$ cat src/rtl/spi_master_multi.sv
// Multi-slave SPI master with per-transfer mode, bit order and divided sck.
// Ports: SCLK/reset, start+slave_select+mode+tx_data in; rx_data, busy, done, sel_err, sck, cs_n, mosi out; miso in.
module spi_master_multi #(
  parameter int DATA_WIDTH = 8,
  parameter int NUM_SLAVES = 3,
  parameter int CLK_DIV = 2,
  localparam int SEL_W = (NUM_SLAVES > 1) ? $clog2(NUM_SLAVES) : 1
) (
  input  logic                  SCLK,
  input  logic                  reset,
  input  logic                  start,
  input  logic [SEL_W-1:0]      slave_select,
  input  logic                  cpol,
  input  logic                  cpha,
  input  logic                  lsb_first,
  input  logic [DATA_WIDTH-1:0] tx_data,
  output logic [DATA_WIDTH-1:0] rx_data,
  output logic                  busy,
  output logic                  done,
  output logic                  sel_err,
  output logic                  sck,
  output logic [NUM_SLAVES-1:0] cs_n,
  output logic                  mosi,
  input  logic                  miso
);

  localparam int CW = (CLK_DIV > 1) ? $clog2(CLK_DIV) : 1;
  localparam int KW = $clog2(2 * DATA_WIDTH + 1);
  localparam logic [CW-1:0] CNT_LAST = CW'(CLK_DIV - 1);
  localparam logic [KW-1:0] K_LAST = KW'(2 * DATA_WIDTH);
  localparam logic [SEL_W:0] NS = (SEL_W + 1)'(NUM_SLAVES);

  typedef enum logic [1:0] {IDLE, SETUP, XFER, HOLD} state_t;

  state_t                state;
  logic [CW-1:0]         cnt;
  logic [KW-1:0]         k;
  logic                  cpha_q;
  logic                  lsb_q;
  logic [DATA_WIDTH-1:0] tx_sh;
  logic [DATA_WIDTH-1:0] rx_sh;
  logic [NUM_SLAVES-1:0] cs_dec;
  logic                  sel_ok;
  logic                  period_end;
  logic                  do_edge;
  logic                  sample;
  logic                  drive;

  function automatic logic first_bit(
    input logic [DATA_WIDTH-1:0] d,
    input logic                  lsb
  );
    return lsb ? d[0] : d[DATA_WIDTH-1];
  endfunction

  function automatic logic [DATA_WIDTH-1:0] shift_out(
    input logic [DATA_WIDTH-1:0] d,
    input logic                  lsb
  );
    return lsb ? (d >> 1) : (d << 1);
  endfunction

  function automatic logic [DATA_WIDTH-1:0] shift_in(
    input logic [DATA_WIDTH-1:0] d,
    input logic                  b,
    input logic                  lsb
  );
    return lsb ? {b, d[DATA_WIDTH-1:1]} : {d[DATA_WIDTH-2:0], b};
  endfunction

  always_comb begin
    cs_dec = '1;
    for (int i = 0; i < NUM_SLAVES; i++)
      if (slave_select == SEL_W'(i)) cs_dec[i] = 1'b0;
  end

  assign sel_ok = {1'b0, slave_select} < NS;
  assign period_end = (cnt == CNT_LAST);

  // k counts sck edges; even k is a leading edge. The last XFER
  // half-period (k == K_LAST) keeps sck idle before HOLD.
  assign do_edge = period_end &&
                   ((state == SETUP) ||
                    ((state == XFER) && (k != K_LAST)));
  assign sample = ~k[0] ^ cpha_q;
  assign drive = ~sample && (k != K_LAST - 1'b1);

  always_ff @(posedge SCLK or posedge reset) begin
    if (reset) begin
      state   <= IDLE;
      cnt     <= '0;
      k       <= '0;
      cpha_q  <= 1'b0;
      lsb_q   <= 1'b0;
      tx_sh   <= '0;
      rx_sh   <= '0;
      rx_data <= '0;
      busy    <= 1'b0;
      done    <= 1'b0;
      sel_err <= 1'b0;
      sck     <= 1'b0;
      cs_n    <= '1;
      mosi    <= 1'b0;
    end else begin
      done    <= 1'b0;
      sel_err <= 1'b0;
      unique case (state)
        IDLE: begin
          sck <= cpol;
          cnt <= '0;
          k   <= '0;
          if (start) begin
            if (sel_ok) begin
              state  <= SETUP;
              busy   <= 1'b1;
              cs_n   <= cs_dec;
              cpha_q <= cpha;
              lsb_q  <= lsb_first;
              rx_sh  <= '0;
              if (!cpha) begin
                mosi  <= first_bit(tx_data, lsb_first);
                tx_sh <= shift_out(tx_data, lsb_first);
              end else begin
                tx_sh <= tx_data;
              end
            end else begin
              sel_err <= 1'b1;
            end
          end
        end
        SETUP: begin
          cnt <= period_end ? '0 : cnt + 1'b1;
          if (period_end) state <= XFER;
        end
        XFER: begin
          cnt <= period_end ? '0 : cnt + 1'b1;
          if (period_end && (k == K_LAST)) state <= HOLD;
        end
        HOLD: begin
          cnt <= period_end ? '0 : cnt + 1'b1;
          if (period_end) begin
            state   <= IDLE;
            cs_n    <= '1;
            busy    <= 1'b0;
            done    <= 1'b1;
            rx_data <= rx_sh;
          end
        end
        default: state <= IDLE;
      endcase
      if (do_edge) begin
        sck <= ~sck;
        k   <= k + 1'b1;
        if (sample) rx_sh <= shift_in(rx_sh, miso, lsb_q);
        if (drive) begin
          mosi  <= first_bit(tx_sh, lsb_q);
          tx_sh <= shift_out(tx_sh, lsb_q);
        end
      end
    end
  end

endmodule

$ cat config.mk
export PLATFORM = sky130hd
export DESIGN_NAME = spi_master_multi
export DESIGN_NICKNAME = d
export VERILOG_FILES = /design/src/rtl/spi_master_multi.sv
export SDC_FILE = /design/constraint.sdc
export NUM_CORES = 1
export LEC_CHECK = 0
export BUFFER_PORTS_ARGS = -buffer_cell sky130_fd_sc_hd__buf_2
export CORE_UTILIZATION = 57
export DETAILED_ROUTE_END_ITERATION = 6
export GPL_TIMING_DRIVEN = 0
export PLACE_DENSITY = 0.83
export SYNTH_ARGS = -nofsm -noshare
export SYNTH_HDL_FRONTEND = slang
export SYNTH_SLANG_ARGS = --single-unit
$ cat constraint.sdc
create_clock -name SCLK -period 2 [get_ports SCLK]
set_input_delay 0.2 -clock SCLK [delete_from_list [all_inputs] [get_ports SCLK]]
set_output_delay 0.2 -clock SCLK [all_outputs]
set_load 0.05 [all_outputs]
==> results by group, run 1 <==
Pwr
  • Sw Pwr: 0.00187 W
  • Sequential share of power: 0.352
  • Switching share of power: 0.443
  • Clk pwr share: 0.136
  • Worst IR Drop VDD: approximately 0.97 mV
  • Internal power: around 0.0023 W
  • Power density cells: between 1500 and 2000 mW/mm2
  • Comb pwr share: 0.512
  • Leak: between 1 and 1.5 nW

Timing
  • Final setup vio count: 0
  • Setup_tns: 0 ps
  • Relative slew slack: 0.415
  • FMAX: roughly 550 MHz
  • Final Hold Violating Endpoints: 0
  • Crit path time final: 1830 ps
  • Worst-Margin Slew: just under 900 ps
  • Worst hold slack: ~70 ps
  • RSZ-0062 raised after global routing: no
  • Final Cycle Share: 0.917
  • Clk_skew: roughly 13 ps
  • Max-slew violations: 0

Synth
  • Number of synthesized flops with an enable pin: 0
  • Unique masters post-synth: 35
  • Synth Flop Type: dfrtp_1
  • Syn nets: 225
  • Synthesis Warnings: 0
  • Ys async rst share: 1.00
  • Syn Area/Cell: 11.5 um2
  • Gate Count Post-Synth: 200
  • Synthesized cell area: between 0.002 and 0.0025 mm2
  • Register area share after synthesis: 0.460
  • Yosys reg bits: 42

Detailed routing
  • Drt wl/cell: between 10 and 15 um
  • Avg Vias per Cell: approximately 5.6
  • # DRC: 0
  • Drt first-iter violations: between 90 and 100
  • Via count: around 1600
  • Final WL: 4.25 mm
  • TritonRoute pass-1 iters: 4
  • Number of antenna-violating nets in the routed design: 0

Finish
  • NumNets Final: around 260
  • Fin util: 0.693
  • Most frequent cells in the layout: 49 x mux2i_1, 39 x dfrtp_1, 34 x buf_2, 25 x nand2_1, 13 x mux2_2
  • Diode count: 0
  • Share of cells above drive strength 1: 0.282
  • Commonest non-fill, non-tap cell in the layout: mux2i_1
  • Syn-to-layout area delta: 13.3%
  • Fin area: between 0.002 and 0.003 mm2

Worst setup path
  • Slowest stage delay, CP: roughly 450 ps
  • Max FO, Critical Path: 9
  • Arrival time at the worst endpoint: around 2000 ps
  • Critical Path Source Type: register
  • Worst Setup End Kind: register
  • Capturing point of the worst reg2reg path: tx_sh[5]
  • CP dominant cell by count: ha_1
  • Reg2reg start: k[0]
  • Critical Path Start: k[0]
  • Critical Path, Cell by Cell: ha_1 -> and3_1 -> ha_1 -> or3_1 -> buf_6 -> mux2i_1
  • Slowest cell on the critical path: dfrtp_1
  • Worst EP required: approximately 2200 ps
  • R2R cell count: 6
  • WS Path Type: register to register
  • Register-to-register setup slack: ~170 ps

Global routing
  • First-pass GRT wire length: approximately 7 mm
  • Initial antenna violation count: 0
  • Pin count of the biggest net entering global routing: between 40 and 50
  • Final global-route overflow total: 0
  • Vias in the first global route: approximately 1500
  • All-layer global routing usage: 0.222

Worst hold path
  • Hold WC Path Type: primary input to asynchronous set/reset pin

Floorplanning
  • IO Pins: 33
  • Initial Util: 0.612
  • Placeable Area: between 0.003 and 0.004 mm2
  • DIE AREA: roughly 0.0043 mm2
  • Row Count: 22
  • Die height: between 60 and 70 um
  • Die W: 65.4 um

Clock network
  • CTS tree: built
  • CTS Root Cell: clkbuf_8
  • CTS max path bufs: 2
  • H-tree Lvls: 2
  • Post-CTS setup buffer count: 0
  • Clk sink count: between 40 and 50
  • TritonCTS buffer count: 5
  • Hold buffers post-CTS: 0
  • Clock latency at the later pin of the worst-skew pair: slightly above 300 ps
  • CTS resizes: 0
  • Register clock-pin slew on the reported worst setup and hold paths: roughly 90 ps

Outcome
  • Status: completed

Placed design
  • Placed Area: around 0.0025 mm2
  • Gp weighted congestion: just over 0.8
  • Dpl hpwl: 3.01 mm
  • Port Buffers: 30

Flow run
  • Max Cap Viol: 0
worst max path at each step:
stage,to
floorplan,mosi
global placement,tx_sh[5]
detailed placement,tx_sh[5]
CTS,tx_sh[5]
global route,tx_sh[4]
finish,tx_sh[5]
kinds of logic after synthesis:
logic type      share of synthesized area
mux                                 0.285
simple gates                        0.101
flops                               0.460
compound gates                     0.0628
buf+inv                            0.0399
fa+ha+maj                          0.0437
xor+xnor                          0.00765
critical path, delay by kind of cell, from the launching register on:
family / cells / cell delay [ps]
fa+ha+maj: 2 / 420
mux: 1 / 130
flops: 1 / 450
simple gates: 2 / 570
buf+inv: 1 / 160
per-layer routing:
metal	vias to the layer above	share of wire	GRT usage
met3	7	0.039	0.0451
li1	772	-	-
met4	0	0.015	0.0978
met5	-	0	0
met2	46	0.45	0.344
met1	764	0.49	0.301
power groups by stage:
stage          logic (W)  registers (W)  clock network (W)
6_report         0.00216        0.00148           0.000573
2_1_floorplan    0.00131        0.00190                  0
3_3_place_gp     0.00210        0.00148                  0
5_1_grt          0.00233        0.00152           0.000619
4_1_cts          0.00217        0.00148           0.000591
3_5_place_dp     0.00217        0.00150                  0
final cells by class:
class,count,area (um2)
inverters,9,33.8
multi-input cells,139,1140
flip-flops and latches,42,1050
repair buffers,30,150
clock buffers,5,68.8
plain buffers,10,57.6
well taps,48,60.1
clock inverters,3,25.0
fillers,299,1150
registers in the layout, indices dropped and copies added (netlist names):
register / cells
rx_data: 8
rx_sh: 8
tx_sh: 8
k: 5
cs_n: 3
state: 2
busy: 1
cnt: 1
cpha_q: 1
done: 1
lsb_q: 1
mosi: 1
sck: 1
sel_err: 1
per-stage QoR:
stage	setup WS [ps]	std cells	total power, W
after global placement	184	278	0.00358
after global routing	54.2	286	0.00448
after floorplan	275	200	0.00321
after detailed placement	159	278	0.00366
after CTS	147	286	0.00424
final	165	286	0.00421
synth_stat cells, drive strengths merged, types with 2 or more instances:
master | count | share of area
dfstp | 3 | 0.034
ha | 8 | 0.044
nand2b | 4 | 0.011
dfrtp | 39 | 0.43
nor3 | 2 | 0.0044
o31ai | 2 | 0.0066
mux2i | 49 | 0.21
nor2 | 5 | 0.0082
xnor2 | 2 | 0.0076
inv | 9 | 0.015
a2bb2oi | 2 | 0.0076
o21ai | 8 | 0.017
mux2 | 14 | 0.070
buf | 7 | 0.020
clkbuf | 3 | 0.0049
nand2 | 26 | 0.044
nand3 | 3 | 0.0066
(Power assumes the default switching activity.)
==> inputs of run 2 (changes only) <==
--- a/config.mk
+++ b/config.mk
@@ -5,11 +5,13 @@
 export SDC_FILE = /design/constraint.sdc
 export NUM_CORES = 1
 export LEC_CHECK = 0
+export ABC_AREA = 1
 export BUFFER_PORTS_ARGS = -buffer_cell sky130_fd_sc_hd__buf_2
-export CORE_UTILIZATION = 57
+export CORE_UTILIZATION = 58
 export DETAILED_ROUTE_END_ITERATION = 6
 export GPL_TIMING_DRIVEN = 0
 export PLACE_DENSITY = 0.83
 export SYNTH_ARGS = -nofsm -noshare
 export SYNTH_HDL_FRONTEND = slang
 export SYNTH_SLANG_ARGS = --single-unit
+export TNS_END_PERCENT = 30
==> results by group, run 2 <==
Outcome
  • Status: completed

Finish
  • Share of cells above drive strength 1: 0.165
  • Diode count: 0
  • NumNets Final: 430
  • Most frequent cells in the layout: 151 x nand2_1, 41 x inv_1, 39 x dfrtp_1, 37 x buf_2, 36 x o21ai_0
  • Commonest non-fill, non-tap cell in the layout: nand2_1
  • Largest regs: rx_data: 8 flops, rx_sh: 8 flops, tx_sh: 8 flops
  • Syn-to-layout area delta: 12.7%

Synth
  • Yosys reg bits: 42
  • Syn Area/Cell: roughly 7 um2
  • Number of synthesized flops with an enable pin: 0
  • Synthesized cell area: approximately 0.0026 mm2
  • Syn nets: slightly below 400
  • Unique masters post-synth: 27
  • Synth Flop Type: dfrtp_1
  • Synthesis Warnings: 0
  • Cells taking the most area after synthesis: dfrtp_1 38%, nand2_1 22%, o21ai_0 7.0%
  • Register area share after synthesis: 0.412
  • Ys async rst share: 1.00
  • Gate Count Post-Synth: ~370
  • Top cells by count, synth: 151 x nand2_1, 42 x inv_1, 39 x dfrtp_1, 36 x o21ai_0, 19 x nor2_1
  • Synth top area share: 0.381
  • Yosys top cell by area: dfrtp_1
  • Most frequent cell after synthesis: nand2_1

Clock network
  • Clk sink count: between 40 and 50
  • CTS max path bufs: 2
  • Post-CTS setup buffer count: 0
  • Clock latency at the later pin of the worst-skew pair: approximately 300 ps
  • H-tree Lvls: 2
  • CTS Root Cell: clkbuf_8
  • Register clock-pin slew on the reported worst setup and hold paths: approximately 80 ps
  • CTS resizes: 0
  • TritonCTS buffer count: 5
  • Hold buffers post-CTS: 0
  • CTS tree: built

Worst setup path
  • WS Path Type: register to register
  • Reg2reg start: k[0]
  • CP dominant cell by count: nand2_1
  • Slowest stage delay, CP: approximately 450 ps
  • Critical Path, Cell by Cell: ha_1 -> nand2_1 -> nor2_1 -> ha_1 -> nor2_4 -> nand3_4 -> nand2_1 -> nand2_1
  • Buf+Inv Stages, Crit Path: 0
  • Critical Path Source Type: register
  • R2R cell count: 8
  • Register-to-register setup slack: ~250 ps
  • Worst EP required: between 2000 and 2500 ps
  • Max FO, Critical Path: 10
  • Slowest cell on the critical path: dfrtp_1
  • Arrival time at the worst endpoint: ~1900 ps
  • Capturing point of the worst reg2reg path: tx_sh[2]
  • Worst Setup End Kind: register
  • Largest delay share family, worst path: simple AND/OR/NAND/NOR gates

Global routing
  • Initial antenna violation count: 0
  • Global Route met3 Usage: 0.0400
  • GRT met1 Usage: 0.312
  • GRT busiest layer: met2
  • Vias in the first global route: 2163
  • First-pass GRT wire length: 9.05 mm
  • GR Layer Usage met2: 0.462
  • Pin count of the biggest net entering global routing: between 40 and 50
  • All-layer global routing usage: 0.259
  • Final global-route overflow total: 0

Placed design
  • Port Buffers: 31
  • Placement Setup Slack: around 290 ps
  • Dpl hpwl: roughly 3.8 mm
  • Gp weighted congestion: a little under 0.8

Detailed routing
  • Via count: roughly 2400
  • Final WL: between 5 and 6 mm
  • TritonRoute pass-1 iters: 4
  • # DRC: 0
  • Drt wl/cell: 11.6 um
  • Drt first-iter violations: approximately 170
  • Number of antenna-violating nets in the routed design: 0
  • Avg Vias per Cell: between 5 and 6

Timing
  • Worst-Margin Slew: approximately 850 ps
  • Final Hold Violating Endpoints: 0
  • Final Cycle Share: 0.873
  • Final setup vio count: 0
  • Max-slew violations: 0
  • FMAX: 573 MHz
  • Relative slew slack: 0.435
  • Crit path time final: 1750 ps
  • Worst hold slack: around 57 ps
  • Slack of the critical path: around 250 ps
  • RSZ-0062 raised after global routing: no
  • Setup_tns: 0 ps
  • Clk_skew: approximately 5.6 ps

Floorplanning
  • DIE AREA: 0.00468 mm2
  • Die W: ~68 um
  • IO Pins: 33
  • Initial Util: 0.622
  • Die height: roughly 68 um
  • Placeable Area: about 0.0041 mm2
  • Row Count: 23

Worst hold path
  • Hold WC Path Type: primary input to asynchronous set/reset pin

Pwr
  • Leak: between 1.5 and 2 nW
  • Power density cells: 1420 mW/mm2
  • Worst IR Drop VDD: about 1 mV

Flow run
  • Max Cap Viol: 0
## run 2: worst max path at each step
stage | from | endpoint | slack [ps] | cells past startpoint
final | k[0] | tx_sh[2] | 250 | 8
after global routing | state[1] | tx_sh[2] | 140 | 8
after CTS | k[0] | tx_sh[3] | 270 | 8
after detailed placement | k[0] | tx_sh[3] | 290 | 8
after global placement | reset | rx_sh[6] | 260 | 2
after floorplan | k[0] | mosi | 500 | 8
## run 2: logic make-up (layout without fill, tap and decap cells)
family | count (synthesis) | count (layout) | synth area share
and+or+nand+nor | 211 | 211 | 0.351
buffers and inverters | 58 | 97 | 0.0954
AOI/OAI and AO/OA | 46 | 46 | 0.0958
DFF | 42 | 42 | 0.412
adders and majority gates | 8 | 8 | 0.0391
xor gates and xnor gates | 2 | 2 | 0.00685
## run 2: power by group
group	leakage (nW)	switching, W	internal, W	total, W
combinational	1.01	0.00146	0.000620	0.00208
clock	0.0524	0.000287	0.000374	0.000661
sequential	0.547	0.000210	0.00114	0.00135
## run 2: stage by stage
| stage | power [W] | cell area [um2] | util | cells |
|---|---|---|---|---|
| 3_3_place_gp | 0.00337 | 2780 | 0.675 | 448 |
| 4_1_cts | 0.00410 | 2880 | 0.701 | 456 |
| 3_5_place_dp | 0.00343 | 2780 | 0.675 | 448 |
| 2_1_floorplan | 0.00297 | 2560 | - | 367 |
| 5_1_grt | 0.00441 | 2880 | 0.701 | 456 |
| 6_report | 0.00409 | 2880 | 0.701 | 456 |
## run 2: layer usage
| layer | routed length [um] | vias up |
|---|---|---|
| met1 | 2460 | 1070 |
| met4 | 77 | 0 |
| met3 | 148 | 7 |
| met2 | 2590 | 58 |
| met5 | 0 | - |
| li1 | - | 1223 |
## run 2: area by class of cell
class / count / area (um2)
multi-input combinational: 267 / 1260
fill: 370 / 1230
sequential: 42 / 1050
inverter: 45 / 169
timing repair buffer: 31 / 155
clock buffer: 7 / 76.3
buffer: 13 / 75.1
tap: 50 / 62.6
clock inverter: 1 / 30.0
==> inputs of run 3 (changes only) <==
--- a/config.mk
+++ b/config.mk
@@ -7,10 +7,12 @@
 export LEC_CHECK = 0
 export ABC_AREA = 1
 export BUFFER_PORTS_ARGS = -buffer_cell sky130_fd_sc_hd__buf_2
-export CORE_UTILIZATION = 58
+export CELL_PAD_IN_SITES_DETAIL_PLACEMENT = 1
+export CELL_PAD_IN_SITES_GLOBAL_PLACEMENT = 1
+export CORE_UTILIZATION = 41
 export DETAILED_ROUTE_END_ITERATION = 6
 export GPL_TIMING_DRIVEN = 0
-export PLACE_DENSITY = 0.83
+export PLACE_DENSITY = 0.82
 export SYNTH_ARGS = -nofsm -noshare
 export SYNTH_HDL_FRONTEND = slang
 export SYNTH_SLANG_ARGS = --single-unit
==> results by group, run 3 (synthesis results as in run 2) <==
Pwr
  • Comb pwr share: 0.494
  • Sequential share of power: 0.312
  • Worst IR Drop VDD: about 0.95 mV
  • Leak: around 1.6 nW
  • Internal power: ~0.0023 W
  • Clk pwr share: 0.194
  • Power density cells: ~1500 mW/mm2
  • Switching share of power: 0.473
  • Sw Pwr: 0.00207 W

Timing
  • Worst-Margin Slew: 453 ps
  • Final setup vio count: 0
  • Crit path time final: around 1700 ps
  • RSZ-0062 raised after global routing: no
  • Max-slew violations: 0
  • Final Cycle Share: 0.874
  • Clk_skew: between 7 and 8 ps
  • Slack of the critical path: ~250 ps
  • FMAX: roughly 570 MHz
  • Relative slew slack: 0.698
  • Setup_tns: 0 ps
  • Final Hold Violating Endpoints: 0

Detailed routing
  • TritonRoute pass-1 iters: 4
  • Avg Vias per Cell: about 5.1
  • Drt first-iter violations: 87
  • Via count: about 2400
  • Number of antenna-violating nets in the routed design: 0
  • Final WL: 6.49 mm
  • # DRC: 0
  • Drt wl/cell: approximately 13 um

Clock network
  • Clock latency at the later pin of the worst-skew pair: roughly 300 ps
  • CTS Root Cell: clkbuf_8
  • Clk sink count: 42
  • Register clock-pin slew on the reported worst setup and hold paths: 90 ps
  • Post-CTS setup buffer count: 0
  • H-tree Lvls: 2
  • TritonCTS buffer count: 5
  • CTS tree: built
  • CTS max path bufs: 2

Placed design
  • Gp weighted congestion: slightly below 0.8
  • Placement Setup Slack: 263 ps
  • Port Buffers: 31
  • Dpl hpwl: between 4 and 5 mm

Worst setup path
  • Slowest stage delay, CP: roughly 450 ps
  • Critical Path Source Type: register
  • Worst Setup End Kind: register
  • Max FO, Critical Path: 10
  • CP dominant cell by count: nand2_1
  • Worst EP required: roughly 2200 ps
  • Arrival time at the worst endpoint: between 1500 and 2000 ps
  • Slowest cell on the critical path: dfrtp_1
  • WS Path Type: register to register
  • Critical Path, Cell by Cell: ha_1 -> nand2_1 -> nor2_1 -> ha_1 -> nor2_4 -> nand3_4 -> nand2_1 -> nand2_1

Global routing
  • Initial antenna violation count: 0
  • Vias in the first global route: about 2500
  • First-pass GRT wire length: ~11 mm
  • All-layer global routing usage: 0.226
  • Pin count of the biggest net entering global routing: 33
  • Final global-route overflow total: 0

Finish
  • Syn-to-layout area delta: 16.5%
  • Fin util: 0.500
  • Most frequent cells in the layout: 151 x nand2_1, 41 x inv_1, 39 x dfrtp_1, 37 x buf_2, 36 x o21ai_0
  • Commonest non-fill, non-tap cell in the layout: nand2_1
  • Largest regs: rx_data: 8 flops, rx_sh: 8 flops, tx_sh: 8 flops
  • NumNets Final: ~430
  • Share of cells above drive strength 1: 0.172
  • Diode count: 0

Floorplanning
  • Die W: approximately 81 um
  • Row Count: 28
  • DIE AREA: 0.00656 mm2
  • IO Pins: 33
  • Placeable Area: between 0.005 and 0.006 mm2
  • Initial Util: 0.430
  • Die height: 81 um

Outcome
  • Status: completed

Flow run
  • Max Cap Viol: 0

Worst hold path
  • Hold WC Path Type: primary input to register
## run 3: changes by cell type in the layout (fill, tap and decap cells not counted)
| cell | change |
|---|---|
| bufinv_16 | +1 |
| clkbuf_1 | -2 |
| dlygate4sd3_1 | +1 |
| clkbuf_8 | +1 |
| buf_12 | +1 |
## run 3: power groups by stage
stage	clock, W	sequential [W]	combinational (W)
floorplan	0	0.00165	0.00131
global placement	0	0.00136	0.00207
detailed placement	0	0.00137	0.00217
CTS	0.000862	0.00136	0.00219
global route	0.000891	0.00140	0.00243
finish	0.000848	0.00136	0.00216
## run 3: repair_timing
action,4_1_cts,5_1_grt
hold endpoints to repair,7,0
hold buffers,1,0
gates resized for setup,0,0
## run 3: layout make-up
class                   count  area (um2)
clock buffers               6        82.6
inverters                  45         169
clock inverters             2        60.1
multi-input cells         267        1260
repair buffers             33         185
well taps                  75        93.8
plain buffers              13        75.1
fillers                   799        2980
flip-flops and latches     42        1050
## run 3: critical path, delay by kind of cell (launching register included)
| kind | cells | cell delay [ps] |
|---|---|---|
| adders and majority gates | 2 | 460 |
| DFF | 1 | 450 |
| and+or+nand+nor | 6 | 730 |
## run 3: metrics by stage
stage          hold slack (ps)  cell area [um2]  std cells  total power, W
3_3_place_gp               459             2810        473         0.00343
4_1_cts                    172             2980        483         0.00441
6_report                   178             2980        483         0.00436
5_1_grt                    206             2980        483         0.00472
2_1_floorplan              340             2560        367         0.00297
3_5_place_dp               158             2830        474         0.00355
## run 3: layer usage
metal  part of all wire  vias to the layer above  GRT usage
met1               0.46                     1173      0.280
met2               0.50                       37      0.405
met3              0.028                        6     0.0303
met5                  0                        -          0
li1                   -                     1225          -
met4              0.011                        0     0.0661
## run 3: worst paths after layout
kind	startpoint	endpoint	slack (ps)	cells after the start
setup / recovery	k[0]	tx_sh[3]	250	8
hold / removal	start	sel_err	180	3
setup reg to reg	k[0]	tx_sh[3]	250	8
min in group asynchronous	reset	sck	370	3
max in group asynchronous	reset	tx_sh[3]	1160	4
hold reg to reg	cs_n[1]	cs_n[1]	480	2
